==> src/rtl/gat_host_loader.sv <==
`default_nettype none
// ============================================================================
// Module   : gat_host_loader
// Purpose  : Host-side BRAM load / feature readback controller for the GAT core.
//            Optional RUN watchdog enabled by defining GAT_LOADER_TIMEOUT_EN.
// Revision : 1.0
// ============================================================================
module gat_host_loader #(
    parameter int NUM_CH      = 3,
    parameter int TOP_WIDTH   = 32,
    parameter int ADDR_W      = 18,
    parameter int CH_W        = (NUM_CH > 1) ? $clog2(NUM_CH) : 1,
    parameter int RD_LATENCY  = 2,
    parameter int TIMEOUT_CYC = 2**24
) (
    input  logic                     clk,
    input  logic                     rst,
    input  logic                     cfg_start,
    input  logic [NUM_CH*ADDR_W-1:0] cfg_len,
    input  logic                     host_wr_en,
    input  logic [CH_W-1:0]          host_wr_ch,
    input  logic [ADDR_W+1:0]        host_wr_addr,
    input  logic [TOP_WIDTH-1:0]     host_wr_data,
    output logic [NUM_CH-1:0]        bram_we,
    output logic [ADDR_W-1:0]        bram_addr,
    output logic [TOP_WIDTH-1:0]     bram_din,
    output logic [NUM_CH-1:0]        load_done,
    output logic                     core_start,
    input  logic                     core_done,
    output logic                     gat_ready,
    input  logic                     host_rd_en,
    input  logic [ADDR_W+1:0]        host_rd_addr,
    output logic [ADDR_W-1:0]        feat_bram_addrb,
    input  logic [TOP_WIDTH-1:0]     feat_bram_dout,
    output logic [TOP_WIDTH-1:0]     host_rd_data,
    output logic                     host_rd_valid,
    output logic [TOP_WIDTH-1:0]     status
);

    typedef enum logic [2:0] {
        S_IDLE  = 3'd0,
        S_LOAD  = 3'd1,
        S_START = 3'd2,
        S_RUN   = 3'd3,
        S_DONE  = 3'd4
    } state_t;

    state_t                   r_state;
    state_t                   w_state_nxt;
    logic                     w_start_ok;
    logic                     w_expire;
    logic                     w_timeout;
    logic                     w_drop;
    logic [NUM_CH-1:0]        w_acc;
    logic [NUM_CH-1:0]        w_last;
    logic [NUM_CH-1:0]        w_len_zero;
    logic [ADDR_W:0]          w_cnt_inc [NUM_CH];
    logic [NUM_CH-1:0]        r_we;
    logic [NUM_CH-1:0]        r_load_done;
    logic [ADDR_W-1:0]        r_addr;
    logic [TOP_WIDTH-1:0]     r_din;
    logic [NUM_CH*ADDR_W-1:0] r_len;
    logic [ADDR_W:0]          r_cnt [NUM_CH];
    logic                     r_wr_err;
    logic [7:0]               r_drop_cnt;
    logic [RD_LATENCY-1:0]    r_rd_pipe;
    logic                     r_rd_valid;
    logic [TOP_WIDTH-1:0]     r_rd_data;
    logic                     w_unused;

    assign w_start_ok = cfg_start && ((r_state == S_IDLE) || (r_state == S_DONE));

    // Channel match against each constant index also rejects out-of-range channels.
    for (genvar c = 0; c < NUM_CH; c++) begin : g_ch
        assign w_acc[c]      = host_wr_en && (r_state == S_LOAD) &&
                               (host_wr_ch == CH_W'(c)) && !r_load_done[c];
        assign w_len_zero[c] = (cfg_len[c*ADDR_W +: ADDR_W] == '0);
        assign w_cnt_inc[c]  = r_cnt[c] + (ADDR_W+1)'(1);
        assign w_last[c]     = (w_cnt_inc[c] == {1'b0, r_len[c*ADDR_W +: ADDR_W]});
    end

    assign w_drop = host_wr_en && !(|w_acc);

    always_ff @(posedge clk or posedge rst) begin
        if (rst) begin
            r_we        <= '0;
            r_addr      <= '0;
            r_din       <= '0;
            r_load_done <= '0;
            r_len       <= '0;
            r_wr_err    <= 1'b0;
            r_drop_cnt  <= '0;
            for (int c = 0; c < NUM_CH; c++) begin
                r_cnt[c] <= '0;
            end
        end else begin
            r_we <= w_acc;
            if (|w_acc) begin
                r_addr <= host_wr_addr[ADDR_W+1:2];
                r_din  <= host_wr_data;
            end
            if (w_start_ok) begin
                // Zero-length channels count as loaded from the first LOAD cycle.
                r_len       <= cfg_len;
                r_load_done <= w_len_zero;
                r_wr_err    <= 1'b0;
                r_drop_cnt  <= '0;
                for (int c = 0; c < NUM_CH; c++) begin
                    r_cnt[c] <= '0;
                end
            end else begin
                for (int c = 0; c < NUM_CH; c++) begin
                    if (w_acc[c]) begin
                        r_cnt[c] <= w_cnt_inc[c];
                        if (w_last[c]) begin
                            r_load_done[c] <= 1'b1;
                        end
                    end
                end
                if (w_drop) begin
                    r_wr_err <= 1'b1;
                    if (r_drop_cnt != 8'hFF) begin
                        r_drop_cnt <= r_drop_cnt + 8'd1;
                    end
                end
            end
        end
    end

`ifdef GAT_LOADER_TIMEOUT_EN
    localparam int c_to_w = (TIMEOUT_CYC > 1) ? $clog2(TIMEOUT_CYC) : 1;

    logic [c_to_w-1:0] r_run_cnt;
    logic              r_timeout;

    // core_done in the expiry cycle takes priority over the watchdog.
    assign w_expire  = (r_state == S_RUN) && !core_done &&
                       (r_run_cnt == c_to_w'(TIMEOUT_CYC - 1));
    assign w_timeout = r_timeout;

    always_ff @(posedge clk or posedge rst) begin
        if (rst) begin
            r_run_cnt <= '0;
            r_timeout <= 1'b0;
        end else begin
            r_run_cnt <= (r_state == S_RUN) ? r_run_cnt + c_to_w'(1) : '0;
            if (w_start_ok) begin
                r_timeout <= 1'b0;
            end else if (w_expire) begin
                r_timeout <= 1'b1;
            end
        end
    end
`else
    assign w_expire  = 1'b0;
    assign w_timeout = 1'b0;
`endif

    always_comb begin
        w_state_nxt = r_state;
        case (r_state)
            S_IDLE, S_DONE: if (cfg_start) w_state_nxt = S_LOAD;
            S_LOAD:         if (&r_load_done) w_state_nxt = S_START;
            S_START:        w_state_nxt = S_RUN;
            S_RUN:          if (core_done || w_expire) w_state_nxt = S_DONE;
            default:        w_state_nxt = S_IDLE;
        endcase
    end

    always_ff @(posedge clk or posedge rst) begin
        if (rst) begin
            r_state <= S_IDLE;
        end else begin
            r_state <= w_state_nxt;
        end
    end

    always_ff @(posedge clk or posedge rst) begin
        if (rst) begin
            r_rd_pipe  <= '0;
            r_rd_valid <= 1'b0;
            r_rd_data  <= '0;
        end else begin
            r_rd_pipe  <= (r_rd_pipe << 1) | RD_LATENCY'(host_rd_en);
            r_rd_valid <= r_rd_pipe[RD_LATENCY-1];
            if (r_rd_pipe[RD_LATENCY-1]) begin
                r_rd_data <= feat_bram_dout;
            end
        end
    end

    assign bram_we         = r_we;
    assign bram_addr       = r_addr;
    assign bram_din        = r_din;
    assign load_done       = r_load_done;
    assign core_start      = (r_state == S_START);
    assign gat_ready       = (r_state == S_IDLE) || (r_state == S_DONE);
    assign feat_bram_addrb = host_rd_addr[ADDR_W+1:2];
    assign host_rd_data    = r_rd_data;
    assign host_rd_valid   = r_rd_valid;
    assign status          = {{(TOP_WIDTH-16){1'b0}}, r_drop_cnt, 3'b000,
                              w_timeout, r_wr_err, r_state};

    assign w_unused = ^{host_wr_addr[1:0], host_rd_addr[1:0], (TIMEOUT_CYC != 0)};

endmodule
`default_nettype wire

==> config.mk <==
export PLATFORM = sky130hd
export DESIGN_NAME = gat_host_loader
export DESIGN_NICKNAME = d
export VERILOG_FILES = /design/src/rtl/gat_host_loader.sv
export SDC_FILE = /design/constraint.sdc
export NUM_CORES = 1
export LEC_CHECK = 0
export CORE_ASPECT_RATIO = 1.25
export CORE_MARGIN = 2
export CORE_UTILIZATION = 54
export CTS_BUF_LIST = sky130_fd_sc_hd__clkbuf_4 sky130_fd_sc_hd__clkbuf_8
export DETAILED_ROUTE_END_ITERATION = 8
export GPL_ROUTABILITY_DRIVEN = 0
export PLACE_DENSITY = 0.91
export SYNTH_ARGS = -nofsm -noshare
export SYNTH_HDL_FRONTEND = slang
export SYNTH_SLANG_ARGS = --single-unit
==> constraint.sdc <==
create_clock -name clk -period 13.09 [get_ports clk]
set_clock_uncertainty 0.05 [all_clocks]
set_input_delay 1.9635 -clock clk [delete_from_list [all_inputs] [get_ports clk]]
set_output_delay 1.9635 -clock clk [all_outputs]
set_load 0.01 [all_outputs]
Word level (Yosys, flattened, before mapping) --
Index checks and enable logic that the tools add are counted. W data, S select, Z words.
Operators by class: bitwise gates (word level) 1, multiplexer cells 20, reduce and logical (&&, ||, !) cells 35, add/subtract/negate cells 4, equality and inequality tests 13
Operator list (count):
- $add A19 B1 Y19 const B | 3
- $eq A19 B18 Y1 | 3
- $mux W19 | 3
- $mux W57 | 1
- $logic_not A18 Y1 | 3
- $mux W8 | 3
- $reduce_bool A2 Y1 | 8
- $mux W3 | 4
- $pmux W3 S4 | 1
- $logic_and A1 B1 Y1 | 9
- $add A8 B1 Y8 const B | 1
- $mux W1 | 8
- $ne A8 B8 Y1 const B | 1
- $reduce_and A2 Y1 | 4
- $eq A3 B2 Y1 const B | 2
- $reduce_and A3 Y1 | 2
- $logic_not A1 Y1 | 4
- $ne A2 B2 Y1 const B | 2
- $eq A3 B1 Y1 const B | 1
- $eq A3 B3 Y1 const B | 1
- $logic_not A3 Y1 | 1
- $reduce_or A3 Y1 | 1
- $eq A2 B1 Y1 const B | 1
- $eq A2 B2 Y1 const B | 1
- 5 further kinds | 5
Storage, ports and cells: logic and storage cells 89, flip-flop bits (word level) 214, bits of input ports 166, output and inout bits 141

Depth between registers and ports, before layout --
depth in word-level cells 9, depth in mapped cells 11, gate-level depth less buffers 9

Least setup slack after synthesis --
Ideal clock, no wire load.
kind input to output, start in host_rd_addr[2], end out feat_bram_addrb[0], path buffers 1, required time 11076 ps, arrival time 2083 ps, cell stages on the path 1, setup slack 8994 ps, cells stage by stage buf_4
RTL lines:
- from (decl) | line 32 | input logic [ADDR_W+1:0] host_rd_addr,
- to (decl) | line 33 | output logic [ADDR_W-1:0] feat_bram_addrb,
No word-level cell between the ends.

Worst setup path after layout --
start in host_wr_en, end reg r_drop_cnt[5]
Between the ends: word-level cells in the longest chain between the ends 8, elaborated cells between the ends (all ways) 12, classes of those cells reduce/logical (12)
RTL lines:
- from (decl) | line 20 | input logic host_wr_en,
- $logic_and A1 B1 Y1 (2 in a row) | line 75 | assign w_acc[c] = host_wr_en && (r_state == S_LOAD) &&
- $logic_and A1 B1 Y1 | line 76 | (host_wr_ch == CH_W'(c)) && !r_load_done[c];
- $reduce_or A3 Y1 | line 82 | assign w_drop = host_wr_en && !(|w_acc);
- $logic_not A1 Y1 | line 82
- $logic_and A1 B1 Y1 (*) | line 82
- $reduce_bool A2 Y1 (no line) (*)
- $reduce_and A2 Y1 (no line) (*)
- to (signal assigned) | line 123 | r_drop_cnt <= r_drop_cnt + 8'd1;
- to (decl) | line 65 | logic [7:0] r_drop_cnt;
Every way passes the cells marked *; elsewhere a longest branch is shown, timed or not. A chain may end at the register's enable or synchronous reset.

==> results by group <==
GRT
  • Overflow after GRT: 0
  • Vias in the first global route: 8,896
  • GRT Total Usage: 0.257
  • Antenna violations before repair: 0
  • Largest net degree at the start of global routing: 86
  • First-pass GRT wire length: 43,400 um

Power
  • Static Leak: 5.98 nW
  • Sw Share: 0.332
  • Peak VDD IR: 0.155 mV
  • Clock power share: 0.247
  • Total power: 2.49 mW
  • Pint: 1.66 mW
  • Psw: 0.825 mW
  • Pwr dens: 179 nW/um2
  • Seq pwr share: 0.403
  • Combinational power share: 0.350

Timing
  • Slew HR: 0.222
  • Setup_tns: 0 ns
  • Clock period minus worst slack: 5.11 ns
  • RSZ-0062 raised after global routing: false
  • Period utilization: 0.390
  • Max Freq: 196 MHz
  • Hold Vio Cnt, Final: 0
  • Final setup viols: 0
  • Slew @ Worst Pin: 1.16 ns
  • Max-slew violations: 0

Floorplan
  • Die span in x: 130 um
  • Row count: 57
  • Starting Density: 0.551
  • Ports: 307
  • Die height: 162 um
  • Die Area: 21,000 um2
  • Placeable Area: 19,500 um2

Clock network
  • H-tree Lvls: 2
  • Setup Buffers After CTS: 0
  • Clk root buf: clkbuf_8
  • Clock Pin Slew Worst Setup and Hold Paths: 0.06 ns
  • Total CTS buffers: 36
  • Clk sinks: 214
  • CTS tree: yes
  • Clock Tree Buf Depth: 3
  • Resize count post-CTS: 0
  • Hold bufs inserted after CTS: 0
  • Clk Latency, worst-skew pair: 0.53 ns

Setup path
  • CP max-delay cell: or4_1
  • Kind of critical path: in -> reg
  • CP Capture Type: flip-flop
  • Data arrival time of the critical path: 5.50 ns
  • Worst Path Max Fanout: 53
  • CP delay by family, top: simple AND/OR/NAND/NOR gates
  • CP Launch Type: input pin
  • Crit-path cells: clkdlybuf4s50_1 -> nand4bb_1 -> or4_1 -> inv_2 -> nor3_4 -> buf_4 -> nand4_1 -> or3_1 -> a21oi_1
  • Slowest stage delay, CP: 0.66 ns
  • Data required, critical path: 13.48 ns
  • Worst path bufs/invs: 3

Route
  • Pre-antenna DRT Iters: 7
  • Drt total wl: 26,800 um
  • DRC: 0
  • Vias: 8,804
  • Met2 WL: 13,800 um
  • DR vias/cell: 5.49
  • ANT nets after route: 0
  • Met3 Wirelength: 1760 um
  • Max layer used: met4
  • Drt first-iter violations: 722
  • WL/cell: 16.7 um
  • DRT met1 WL: 10,200 um

Layout
  • Diode count: 0
  • Layout cell share with drive strength beyond 1: 0.129
  • Area Overhead vs Synth: 29.6%
  • Post-layout net count: 1,482
  • # fillers: 1,404
  • Post-route cell area: 13,900 um2

Synth
  • Most numerous cell in the Yosys netlist: nand2_1
  • Synth Flop Type: dfrtp_1
  • Ys async rst share: 1.00
  • Syn Inst Count: 1,094
  • Mapped cell area: 10,700 um2
  • Post-synth EDFFs: 0
  • Ranking of synthesized cells by area: dfrtp_1, mux2_2, nand2_1, xnor2_1, xor2_1
  • Cell taking the most area after synthesis: dfrtp_1
  • Leading cell types by count after synthesis: nand2_1, dfrtp_1, mux2_2
  • Netlist cell types: 61
  • Sequential fraction of the synthesis area: 0.499
  • Seq cells post-synth: 214
  • Synth Area per Inst: 9.81 um2
  • Synth top area share: 0.499
  • Total of warnings raised by yosys: 0

Outcome
  • Status: finished clean

Run
  • Max_cap viols: 0

Placed design
  • Post-DP Area: 13,200 um2
  • HPWL Detailed: 18,900 um
  • Port-buffer cells: 246

Hold path
  • Worst hold path type: reg -> reg
==> placed cells by master, fill, tap and decap left out, drive strengths merged, types with 11 or more instances in the layout <==
cell type      count
xor2              44
a21oi             24
clkbuf            52
nand3             32
nand4             22
nor2              73
nor4              16
nand2b            11
clkdlybuf4s50    246
xnor2             54
o21ai             72
mux2              83
inv               12
dfrtp            214
o31ai             11
conb              20
nand2            226
nor3              17
==> path summary, 6_finish.rpt <==
path / slack (ns) / from / endpoint / cells after the start
max: 7.98 / host_wr_en / r_drop_cnt[5]$_DFFE_PP0P_ / 9
min: 0.29 / r_rd_pipe[0]$_DFF_PP0_ / r_rd_pipe[1]$_DFF_PP0_ / 0
max reg2reg: 9.53 / r_state[1]$_DFFE_PP0P_ / r_drop_cnt[5]$_DFFE_PP0P_ / 8
min reg2reg: 0.29 / r_rd_pipe[0]$_DFF_PP0_ / r_rd_pipe[1]$_DFF_PP0_ / 0
max in group asynchronous: 9.83 / rst / r_len[34]$_DFFE_PP0P_ / 3
min in group asynchronous: 1.86 / rst / bram_we[1]$_DFF_PP0_ / 2
==> cells by family (layout without fill, tap and decap cells) <==
group                    Yosys count  in the layout  synth area share
multiplexers                      88             88            0.0917
XOR/XNOR                          98             98            0.0799
adder cells (fa/ha/maj)            4              4           0.00466
flip-flops                       214            214             0.499
AND/OR/NAND/NOR                  447            447             0.198
AO/OA/AOI/OAI                    138            138            0.0746
other                              1             20          0.000349
buffers and inverters            104            329            0.0520
==> state kept, by name, summed over array words and instances (netlist names) <==
signal         cells
r_cnt             57
r_len             54
bram_din          32
host_rd_data      32
bram_addr         18
r_drop_cnt         8
bram_we            3
load_done          3
r_state            3
r_rd_pipe          2
host_rd_valid      1
r_wr_err           1
==> through the flow <==
| stage | hold WS (ns) | setup WS (ns) | std cells | utilization |
|---|---|---|---|---|
| 2_1_floorplan | 0.281 | 5.23 | 1113 | - |
| 3_3_place_gp | 0.283 | 7.51 | 1539 | 0.676 |
| 3_5_place_dp | 0.286 | 7.48 | 1539 | 0.676 |
| 4_1_cts | 0.296 | 8.01 | 1603 | 0.714 |
| 5_1_grt | 0.314 | 7.78 | 1603 | 0.714 |
| 6_report | 0.293 | 7.98 | 1603 | 0.714 |
==> final cells by class <==
class,count,area (um2),share of cell area
well taps,265,332,0.0238
flip-flops and latches,214,5360,0.385
clock inverters,12,67.6,0.00486
inverters,12,52.6,0.00378
clock buffers,52,691,0.0496
multi-input cells,795,4900,0.352
repair buffers,253,2510,0.181
==> worst register-to-register path, stage by stage (launching register included) <==
cell and delay [ns]:
dfrtp_1 0.46, nand4bb_1 0.27, or4_1 0.66, inv_2 0.37
nor3_4 0.20, buf_4 0.55, nand4_1 0.38, or3_1 0.38
a21oi_1 0.16
==> routing by layer <==
layer | track usage | vias up
met5 | 0 | -
met4 | 0.113 | 0
met3 | 0.0606 | 83
met2 | 0.447 | 336
met1 | 0.300 | 4262
li1 | - | 4123
==> power by group through the flow <==
stage / Sequential [mW] / Combinational, mW / Clock (mW)
5_1_grt: 1.03 / 0.952 / 0.659
2_1_floorplan: 1.03 / 0.467 / 0
6_report: 1.00 / 0.869 / 0.614
3_3_place_gp: 0.997 / 0.845 / 0
4_1_cts: 1.00 / 0.878 / 0.628
3_5_place_dp: 1.01 / 0.871 / 0
(Power assumes the default switching activity.)
